### src/rtl/piso_shift_if.sv
// Upstream valid/ready word bus plus serial-side outputs of the PISO transmitter.
// master = word producer / serial sink, slave = the transmitter.
interface piso_shift_if #(
  parameter int WIDTH = 8
);
  logic [WIDTH-1:0] par_in;
  logic             par_valid;
  logic             par_ready;
  logic             ser_out;
  logic             ser_valid;
  logic             ser_first;
  logic             ser_last;
  logic             busy;

  modport master (
    output par_in, par_valid,
    input  par_ready, ser_out, ser_valid, ser_first, ser_last, busy
  );

  modport slave (
    input  par_in, par_valid,
    output par_ready, ser_out, ser_valid, ser_first, ser_last, busy
  );
endinterface

### src/rtl/piso_shift_tx.sv
// Parallel-in serial-out transmitter with a one-word holding buffer so that
// consecutive frames stream with no idle cycle between them.
//
// state | meaning
// IDLE  | no frame on the serial side, waiting for a word
// SHIFT | emitting one bit per cycle; cnt = bits remaining after this one
module piso_shift_tx #(
  parameter int WIDTH     = 8,
  parameter bit LSB_FIRST = 1'b1
) (
  input logic         clk,
  input logic         rst,
  piso_shift_if.slave bus
);
  localparam int CW = $clog2(WIDTH);
  localparam logic [CW-1:0] CNT_LAST = CW'(WIDTH - 1);

  typedef enum logic {IDLE, SHIFT} state_t;

  state_t           state_q, state_d;
  logic [WIDTH-1:0] sreg_q, sreg_d;
  logic [WIDTH-1:0] hold_q, hold_d;
  logic             hold_v_q, hold_v_d;
  logic [CW-1:0]    cnt_q, cnt_d;
  logic             accept;
  logic             shifting;

  assign accept   = bus.par_valid && !hold_v_q;
  assign shifting = (state_q == SHIFT);

  always_ff @(posedge clk or negedge rst) begin
    if (!rst) begin
      state_q  <= IDLE;
      sreg_q   <= '0;
      hold_q   <= '0;
      hold_v_q <= 1'b0;
      cnt_q    <= '0;
    end else begin
      state_q  <= state_d;
      sreg_q   <= sreg_d;
      hold_q   <= hold_d;
      hold_v_q <= hold_v_d;
      cnt_q    <= cnt_d;
    end
  end

  always_comb begin
    state_d  = state_q;
    sreg_d   = sreg_q;
    hold_d   = hold_q;
    hold_v_d = hold_v_q;
    cnt_d    = cnt_q;
    case (state_q)
      IDLE: begin
        if (accept) begin
          sreg_d  = bus.par_in;
          cnt_d   = CNT_LAST;
          state_d = SHIFT;
        end
      end
      SHIFT: begin
        if (cnt_q != '0) begin
          sreg_d = LSB_FIRST ? (sreg_q >> 1) : (sreg_q << 1);
          cnt_d  = cnt_q - 1'b1;
          if (accept) begin
            hold_d   = bus.par_in;
            hold_v_d = 1'b1;
          end
        end else if (hold_v_q) begin
          sreg_d   = hold_q;
          hold_v_d = 1'b0;
          cnt_d    = CNT_LAST;
        end else if (accept) begin
          // Hold is empty on the last bit: load straight from the bus.
          sreg_d = bus.par_in;
          cnt_d  = CNT_LAST;
        end else begin
          state_d = IDLE;
        end
      end
      default: state_d = IDLE;
    endcase
  end

  assign bus.par_ready = !hold_v_q;
  assign bus.ser_valid = shifting;
  assign bus.ser_out   = shifting && (LSB_FIRST ? sreg_q[0] : sreg_q[WIDTH-1]);
  assign bus.ser_first = shifting && (cnt_q == CNT_LAST);
  assign bus.ser_last  = shifting && (cnt_q == '0);
  assign bus.busy      = shifting || hold_v_q;
endmodule

### src/flat_wrapper.sv
// flat-port wrapper written by rule: the top's interface ports become plain ports
module piso_shift_tx_flat 
#(
  parameter int WIDTH     = 8,
  parameter bit LSB_FIRST = 1'b1
)
  (clk, rst, bus_par_in, bus_par_valid, bus_par_ready, bus_ser_out, bus_ser_valid, bus_ser_first, bus_ser_last, bus_busy);
  piso_shift_if #(.WIDTH(WIDTH)) bus_i ();
  input logic clk;
  input logic rst;
  input wire logic [$bits(bus_i.par_in)-1:0] bus_par_in;
  input wire logic [$bits(bus_i.par_valid)-1:0] bus_par_valid;
  output wire logic [$bits(bus_i.par_ready)-1:0] bus_par_ready;
  output wire logic [$bits(bus_i.ser_out)-1:0] bus_ser_out;
  output wire logic [$bits(bus_i.ser_valid)-1:0] bus_ser_valid;
  output wire logic [$bits(bus_i.ser_first)-1:0] bus_ser_first;
  output wire logic [$bits(bus_i.ser_last)-1:0] bus_ser_last;
  output wire logic [$bits(bus_i.busy)-1:0] bus_busy;
  assign bus_i.par_in = bus_par_in;
  assign bus_i.par_valid = bus_par_valid;
  assign bus_par_ready = bus_i.par_ready;
  assign bus_ser_out = bus_i.ser_out;
  assign bus_ser_valid = bus_i.ser_valid;
  assign bus_ser_first = bus_i.ser_first;
  assign bus_ser_last = bus_i.ser_last;
  assign bus_busy = bus_i.busy;
  piso_shift_tx #(.WIDTH(WIDTH), .LSB_FIRST(LSB_FIRST)) u_core (.clk(clk), .rst(rst), .bus(bus_i));
endmodule
### config.mk
export PLATFORM = sky130hd
export DESIGN_NAME = piso_shift_tx_flat
export DESIGN_NICKNAME = d
export VERILOG_FILES = /design/src/rtl/piso_shift_if.sv /design/src/rtl/piso_shift_tx.sv /design/src/flat_wrapper.sv
export SDC_FILE = /design/constraint.sdc
export NUM_CORES = 1
export LEC_CHECK = 0
export CAP_MARGIN = 0
export CORE_MARGIN = 3
export CORE_UTILIZATION = 40
export DETAILED_ROUTE_END_ITERATION = 12
export SETUP_SLACK_MARGIN = 0.15
export SYNTH_ARGS = -nofsm -noshare
export SYNTH_HDL_FRONTEND = slang
export SYNTH_SLANG_ARGS = --single-unit
### constraint.sdc
create_clock -name clk -period 4.64 [get_ports clk]
set_clock_uncertainty 0.1 [all_clocks]
set_input_delay 0.928 -clock clk [delete_from_list [all_inputs] [get_ports clk]]
set_output_delay 0.928 -clock clk [all_outputs]
set_load 0.03 [all_outputs]
**Word level (Yosys, flattened, before mapping)**

Cells that the tools add are included.

- Register bits: 21
- Latch bits: 0
- Bits in writable memories: 0
- ROM bits: 0
- Input port bits: 11
- Output and inout bits: 6
- Word-level logic and storage cells: 33
- Memories: 0

- Add/sub/neg operators: 1
- Multipliers: 0
- Divide/modulo/power cells: 0
- Order comparisons: 0
- Equal/unequal tests: 2
- Shifts and indexed selects: 0
- Multiplexer cells: 14
- Bitwise logic cells: 1
- Reductions and logical operators: 10

Operators with widths:

| operator | count |
|---|---|
| 8-bit 2-to-1 mux | 3 |
| 8-bit one-hot mux with 2 select lines | 1 |
| 3-bit 2-to-1 mux | 3 |
| 3-bit one-hot mux with 2 select lines | 1 |
| 1-bit 2-to-1 mux | 5 |
| 1-bit logical AND | 4 |
| 3-bit equality test, second input constant | 1 |
| 3-bit logical NOT | 1 |
| 3-bit AND reduction | 1 |
| 3-bit nonzero test | 1 |
| 3-bit by 1-bit subtractor with 3-bit output, second input constant | 1 |
| 2-bit by 1-bit != test with 1-bit output, second input constant | 1 |
| 1-bit one-hot mux with 2 select lines | 1 |
| 2-bit AND reduction | 1 |
| 1-bit logical NOT | 1 |
| 1-bit logical OR | 1 |
| 1-bit inverter | 1 |

**Longest topological paths before layout**

Gate-level depths: netlist (run 1).

- Depth after elaboration: 6
- Depth in mapped cells: 6
- Mapped depth without buffers: 5

**Least setup slack after synthesis (run 1)**

OpenSTA, ideal clock, no wires.

- Kind: register -> output
- From: reg u_core.state_q, in the netlist u_core.bus.ser_valid
- To: out bus_ser_out
- Data arrival time: 1.306 ns
- Required time: 3.612 ns
- Slack: 2.306 ns
- Stages on the path, launching flop included: 4
- Path buffers: 2
- Cells stage by stage: dfrtp_1 > buf_4 > clkbuf_1 > and2_1

- Word-level cells in the longest chain between the ends: 1

Ends and longest elaborated chain:

| what | line | RTL |
|---|---|---|
| start, declared | piso_shift_tx.sv:20 | `state_t state_q, state_d;` |
| start signal, assigned | piso_shift_tx.sv:39 | `state_q <= state_d;` |
| 1-bit logical AND | piso_shift_tx.sv:87 | `assign bus.ser_out = shifting && (LSB_FIRST ? sreg_q[0] : sreg_q[WIDTH-1]);` |
| end, declared | flat_wrapper.sv:14 | `output wire logic [$bits(bus_i.ser_out)-1:0] bus_ser_out;` |

No other way between the ends.

**Worst setup path after layout (run 1)**

- From: reg u_core.cnt_q[0]
- To: out bus_ser_last

- Word-level cells in the longest chain between the ends: 2

Ends and longest elaborated chain:

| what | line | RTL |
|---|---|---|
| start, declared | piso_shift_tx.sv:24 | `logic [CW-1:0] cnt_q, cnt_d;` |
| start signal, assigned | piso_shift_tx.sv:43 | `cnt_q <= cnt_d;` |
| 3-bit logical NOT | piso_shift_tx.sv:89 | `assign bus.ser_last = shifting && (cnt_q == '0);` |
| 1-bit logical AND | piso_shift_tx.sv:89 |  |
| end, declared | flat_wrapper.sv:17 | `output wire logic [$bits(bus_i.ser_last)-1:0] bus_ser_last;` |

No other way between the ends.

==> flow_summary.yaml, run 1 <==
floorplanning:
  rows: 17
  initial_core_util_pct: 44.57
  die_h_um: 57.29
  fp.dieW_um: 57.29
  pin_count: 17
  core_um2: 2361
  die_area_um2: 3282
global_routing:
  grt_overflow_total: 0
  grt_pass1_wl_um: 3615
  grt_max_degree: 22
  first_global_vias: 782
  grt_usage_pct: 14.08
  antenna_found_initial: 0
cells_and_area:
  layout_common_cells: "dfrtp_1, nand2_1, clkdlybuf4s50_1"
  fin_cells: 138
  mostFrequentLayoutCell: "dfrtp_1"
  syn2layout_area_growth_pct: 17.24
  diodes: 0
  fillCellCount: 224
  layout.nets: 125
  drive_gt1_share_pct: 15.45
critical_path:
  critPathMaxStageDelay_ns: 0.68
  r2r_end: "u_core.sreg_q[4]"
  critPathCaptureType: "primary output"
  critPathArrivalTime_ns: 2.52
  reg2reg_depth: 6
  r2r_setup_slack_ns: 2.56
  start_kind: "register"
  critPathTopFamily: "buffers and inverters"
  crit_required_ns: 3.61
  cp_num_buf_inv: 2
  path_depth: 5
  reg2reg_from: "u_core.cnt_q[0]"
  crit_path_end: "bus_ser_last"
  worstPathCellList: "inv_1 -> ha_1 -> nor2b_1 -> and2_1 -> clkdlybuf4s50_1"
  crit_type: "register to primary output"
  cp_slowest_cell: "clkdlybuf4s50_1"
  crit_start: "u_core.cnt_q[0]"
  critical_path.max_fanout: 8
pwr:
  power_frac_comb_pct: 46.5
  p_leak_nw: 0.5166
  powerDensity_nw_per_um2: 671.3
  power_switching_w: 0.0003277
  p_int_w: 0.0005005
  power_frac_seq_pct: 42.7
  switching_share_pct: 39.56
  clock_power_share_pct: 10.8
  ir_drop_mv: 0.4180
clock_tree:
  clk_latency_ns: 0.30
  cts_buffers: 3
  cts_setup_buffers: 0
  clk_pin_slew_ns: 0.12
  cts_hold_buffers: 0
  clock-sinks: 21
  cts_resized: 0
  htreeDepth: 1
  cts_tree: "yes"
  clockBufferDepth: 2
  cts-root-buf: "clkbuf_4"
drt:
  via_per_inst: 5.645
  drt_wl_total_um: 2056
  drt_iter0_drc: 21
  wl_per_cell_um: 14.90
  drcViolationCount: 0
  ant_nets: 0
  drt_pass1_iterations: 4
  via_count: 779
timing:
  max_freq_mhz: 281.6
  fin_ws_ns: 1.089
  tightest_slew_ns: 0.9560
  hold_viol_final: 0
  layout_min_cycle_time_ns: 3.551
  relSlewSlack_pct: 36.07
  setup_violations: 0
  min_period_over_period_pct: 76.54
  grt_setup_unrepaired: "false"
  finalMaxSlewViolations: 0
  fin_tns_setup_ns: 0
logic_synthesis:
  syn_avg_cell_area_um2: 10.96
  ys_ff_latch: 21
  syn_nets: 110
  ys_seq_area_share_pct: 49.94
  syn_area_um2: 1052
  synthCells: 96
  ys_warn_count: 0
  synth_cell_types: 27
placement:
  port_buffers: 16
  post-place-ws_ns: 1.469
  dp_hpwl_um: 1400
  gp_congestion: 0.7026
  place_inst: 134
min_path:
  hp-class: "register to register"
run:
  drv_cap: 0
status:
  outcome: "finished clean"
## layout make-up
class	instances	area (um^2)	share of cell area, %
sequential	21	525.5	42.60
clock buffer	4	26.28	2.130
tap	28	35.03	2.840
inverter	3	11.26	0.9128
timing repair buffer	17	167.7	13.59
multi-input combinational	65	467.9	37.93
## state kept, by name (all words and copies together), names as in the netlist
register	cells
u_core.hold_q	8
u_core.hold_v_q	1
u_core.sreg_q	8
u_core.cnt_q	3
u_core.bus.ser_valid	1
## kinds of logic (layout without fill, tap and decap cells)
logic type,Yosys count,in the layout,share of synthesized area [%]
AND/OR/NAND/NOR,32,32,16.77
buffers and inverters,10,24,5.589
adder cells (fa/ha/maj),3,3,3.568
flip-flops,21,21,49.94
AO/OA/AOI/OAI,21,21,14.51
multiplexers,9,9,9.632
## worst min path at each step
stage / startpoint / endpoint / slack (ns) / cells after the start
floorplan: u_core.hold_q[7] / u_core.hold_q[7] / 0.38 / 1
global placement: u_core.hold_q[7] / u_core.hold_q[7] / 0.40 / 1
detailed placement: u_core.hold_q[7] / u_core.hold_q[7] / 0.40 / 1
CTS: u_core.hold_q[7] / u_core.hold_q[7] / 0.43 / 1
global route: u_core.hold_q[7] / u_core.hold_q[7] / 0.44 / 1
finish: u_core.hold_q[7] / u_core.hold_q[7] / 0.43 / 1
## through the flow
stage               power [W]  area [um^2]  hold WS, ns  utilization, %
floorplan           0.0006468         1052       0.3798               -
global placement    0.0007352         1207       0.3964           51.14
finish              0.0008282         1234       0.4277           52.25
CTS                 0.0008344         1234       0.4280           52.25
global route        0.0009006         1234       0.4384           52.25
detailed placement  0.0007471         1207       0.4004           51.14
## per-layer routing
metal	track usage [%]	part of all wire, %
met1	18.32	47
met4	3.974	1.0
met5	0	0
met3	3.620	3.8
met2	23.16	48
## power by group through the flow
stage | sequential, W | clock [W] | combinational, W
after floorplan | 0.000323 | 0 | 0.000324
after global placement | 0.000354 | 0 | 0.000381
after detailed placement | 0.000358 | 0 | 0.000389
after CTS | 0.000354 | 0.0000910 | 0.000390
after global routing | 0.000367 | 0.0000986 | 0.000435
final | 0.000354 | 0.0000895 | 0.000385
## cells in the mapped netlist (all sizes together)
master  number  area [um^2]
and2         2        12.51
a31oi        1        6.260
dfrtp       21        525.5
nor2b        2        20.02
ha           3        37.54
buf          5        40.04
nor2         2        7.510
nor3b        1        7.510
a21oi        2        10.01
and3         2        12.51
o31ai        1        7.510
o22ai        7        43.79
nand2b       3        21.27
a32o         1        10.01
o21ai        1        5.000
a32oi        8        70.07
mux2         9        101.4
inv          3        11.26
nand2       17        63.81
clkbuf       2        7.510
or2          1        6.260
nand3b       1        7.510
nand3        1        17.52
(Power assumes the default switching activity.)
==> inputs of run 2 (changes only) <==
==> constraint.sdc (replaced) <==
create_clock -name clk -period 3.6 [get_ports clk]
set_clock_uncertainty 0.1 [all_clocks]
set_input_delay 0.72 -clock clk [delete_from_list [all_inputs] [get_ports clk]]
set_output_delay 0.72 -clock clk [all_outputs]
set_load 0.03 [all_outputs]
==> run 2 against run 1 <==
Net effect: critical path depth up 1; hold slack worse by 0.0013 ns; combinational power up 31%; count of clock-buffer cells in the layout down 1; worst setup slack worse by 0.56 ns; highest routed layer unchanged.
==> flow_summary.yaml, run 2 (same netlist as run 1, synthesis figures left out) <==
drt:
  drt_wl_total_um: 2002
  via_per_inst: 5.612
  wl_per_cell_um: 14.40
  ant_nets: 0
  via_count: 780
  drt_iter0_drc: 12
  drt_pass1_iterations: 4
  drcViolationCount: 0
timing:
  setup_violations: 0
  fin_tns_setup_ns: 0
  relSlewSlack_pct: 35.76
  finalMaxSlewViolations: 0
  grt_setup_unrepaired: "false"
  hold_viol_final: 0
  min_period_over_period_pct: 85.27
  layout_min_cycle_time_ns: 3.070
  max_freq_mhz: 325.7
  tightest_slew_ns: 0.9605
floorplanning:
  initial_core_util_pct: 44.57
  core_um2: 2361
  die_area_um2: 3282
  die_h_um: 57.29
  fp.dieW_um: 57.29
  pin_count: 17
  rows: 17
placement:
  gp_congestion: 0.7070
  detailed_place.area_um2: 1215
  dp_hpwl_um: 1418
  port_buffers: 16
cells_and_area:
  multi_input_area_um2: 467.9
  reg_top3: "u_core.hold_q: 8 flops, u_core.sreg_q: 8 flops, u_core.cnt_q: 3 flops"
  fillCellCount: 215
  stdcell_area_um2: 1245
  mostFrequentLayoutCell: "dfrtp_1"
  layout.nets: 126
  diodes: 0
  drive_gt1_share_pct: 17.12
  seqCellArea_um2: 525.5
  layout_common_cells: "dfrtp_1, nand2_1, clkdlybuf4s50_1"
  syn2layout_area_growth_pct: 18.31
global_routing:
  first_global_vias: 790
  antenna_found_initial: 0
  grt_pass1_wl_um: 3622
  grt_usage_pct: 13.98
  grt_max_degree: 22
  grt_overflow_total: 0
clock_tree:
  clk_pin_slew_ns: 0.13
  cts-root-buf: "clkbuf_4"
  cts_resized: 0
  clk_latency_ns: 0.31
  cts_buffers: 3
  cts_hold_buffers: 0
  cts_setup_buffers: 0
  htreeDepth: 1
  clockBufferDepth: 2
  clock-sinks: 21
  cts_tree: "yes"
critical_path:
  r2r_setup_slack_ns: 1.49
  start_kind: "register"
  crit_type: "register to primary output"
  critPathCaptureType: "primary output"
  crit_required_ns: 2.78
  critical_path.max_fanout: 8
  critPathArrivalTime_ns: 2.25
min_path:
  hp-class: "register to register"
run:
  drv_cap: 0
pwr:
  p_leak_nw: 0.5209
  powerDensity_nw_per_um2: 865.9
  ir_drop_mv: 0.4141
status:
  outcome: "finished clean"
==> run 2: changes by cell type in the layout (fill, tap and decap cells not counted), sizes merged <==
cell,delta
clkbuf,-1
clkinvlp,+1
buf,+1
==> run 2: per-stage QoR <==
step                power (W)  util [%]  std cells  hold slack, ns  worst slack [ns]
finish               0.001078     52.73        139          0.4263            0.5301
CTS                  0.001087     52.73        139          0.4276            0.5131
global placement    0.0009532     51.46        135          0.3960            0.9100
global route         0.001164     52.73        139          0.4374            0.3150
floorplan           0.0008336         -         96          0.3244             1.474
detailed placement  0.0009708     51.46        135          0.3970            0.8664
==> run 2: worst paths after layout <==
kind / end / depth (start not counted) / startpoint
setup / recovery: bus_ser_last / 6 / u_core.cnt_q[0]
hold / removal: u_core.hold_q[7] / 1 / u_core.hold_q[7]
setup reg to reg: u_core.sreg_q[1] / 6 / u_core.cnt_q[0]
hold reg to reg: u_core.hold_q[7] / 1 / u_core.hold_q[7]
max in group asynchronous: u_core.cnt_q[2] / 1 / rst
min in group asynchronous: u_core.hold_v_q / 1 / rst
==> run 2: critical path, cell delays in order, from the launching register on <==
cell and delay [ns]:
dfrtp_1 0.43, inv_1 0.10, ha_1 0.25, nor2b_1 0.16, buf_4 0.16, and2_1 0.18
clkdlybuf4s50_1 0.68
==> run 2: area by class of cell <==
class | count | area share [%]
Clock buffer | 3 | 1.809
Clock inverter | 1 | 0.6030
Inverter | 3 | 0.9045
Multi-Input combinational cell | 65 | 37.59
Sequential cell | 21 | 42.21
Tap cell | 28 | 2.814
Timing Repair Buffer | 18 | 14.07
==> run 2: metal layers <==
layer | share of wire [%] | vias up | global-route usage, %
li1 | - | 383 | -
met1 | 49 | 381 | 18.14
met2 | 46 | 14 | 22.84
met3 | 4.4 | 2 | 5.204
met4 | 0.60 | 0 | 1.987
met5 | 0 | - | 0
==> run 2: report_power, final <==
group	leakage, nW	switching, W	internal (W)
Clock	0.0139	0.0000764	0.0000424
Combinational	0.262	0.000252	0.000253
Sequential	0.245	0.000100	0.000354
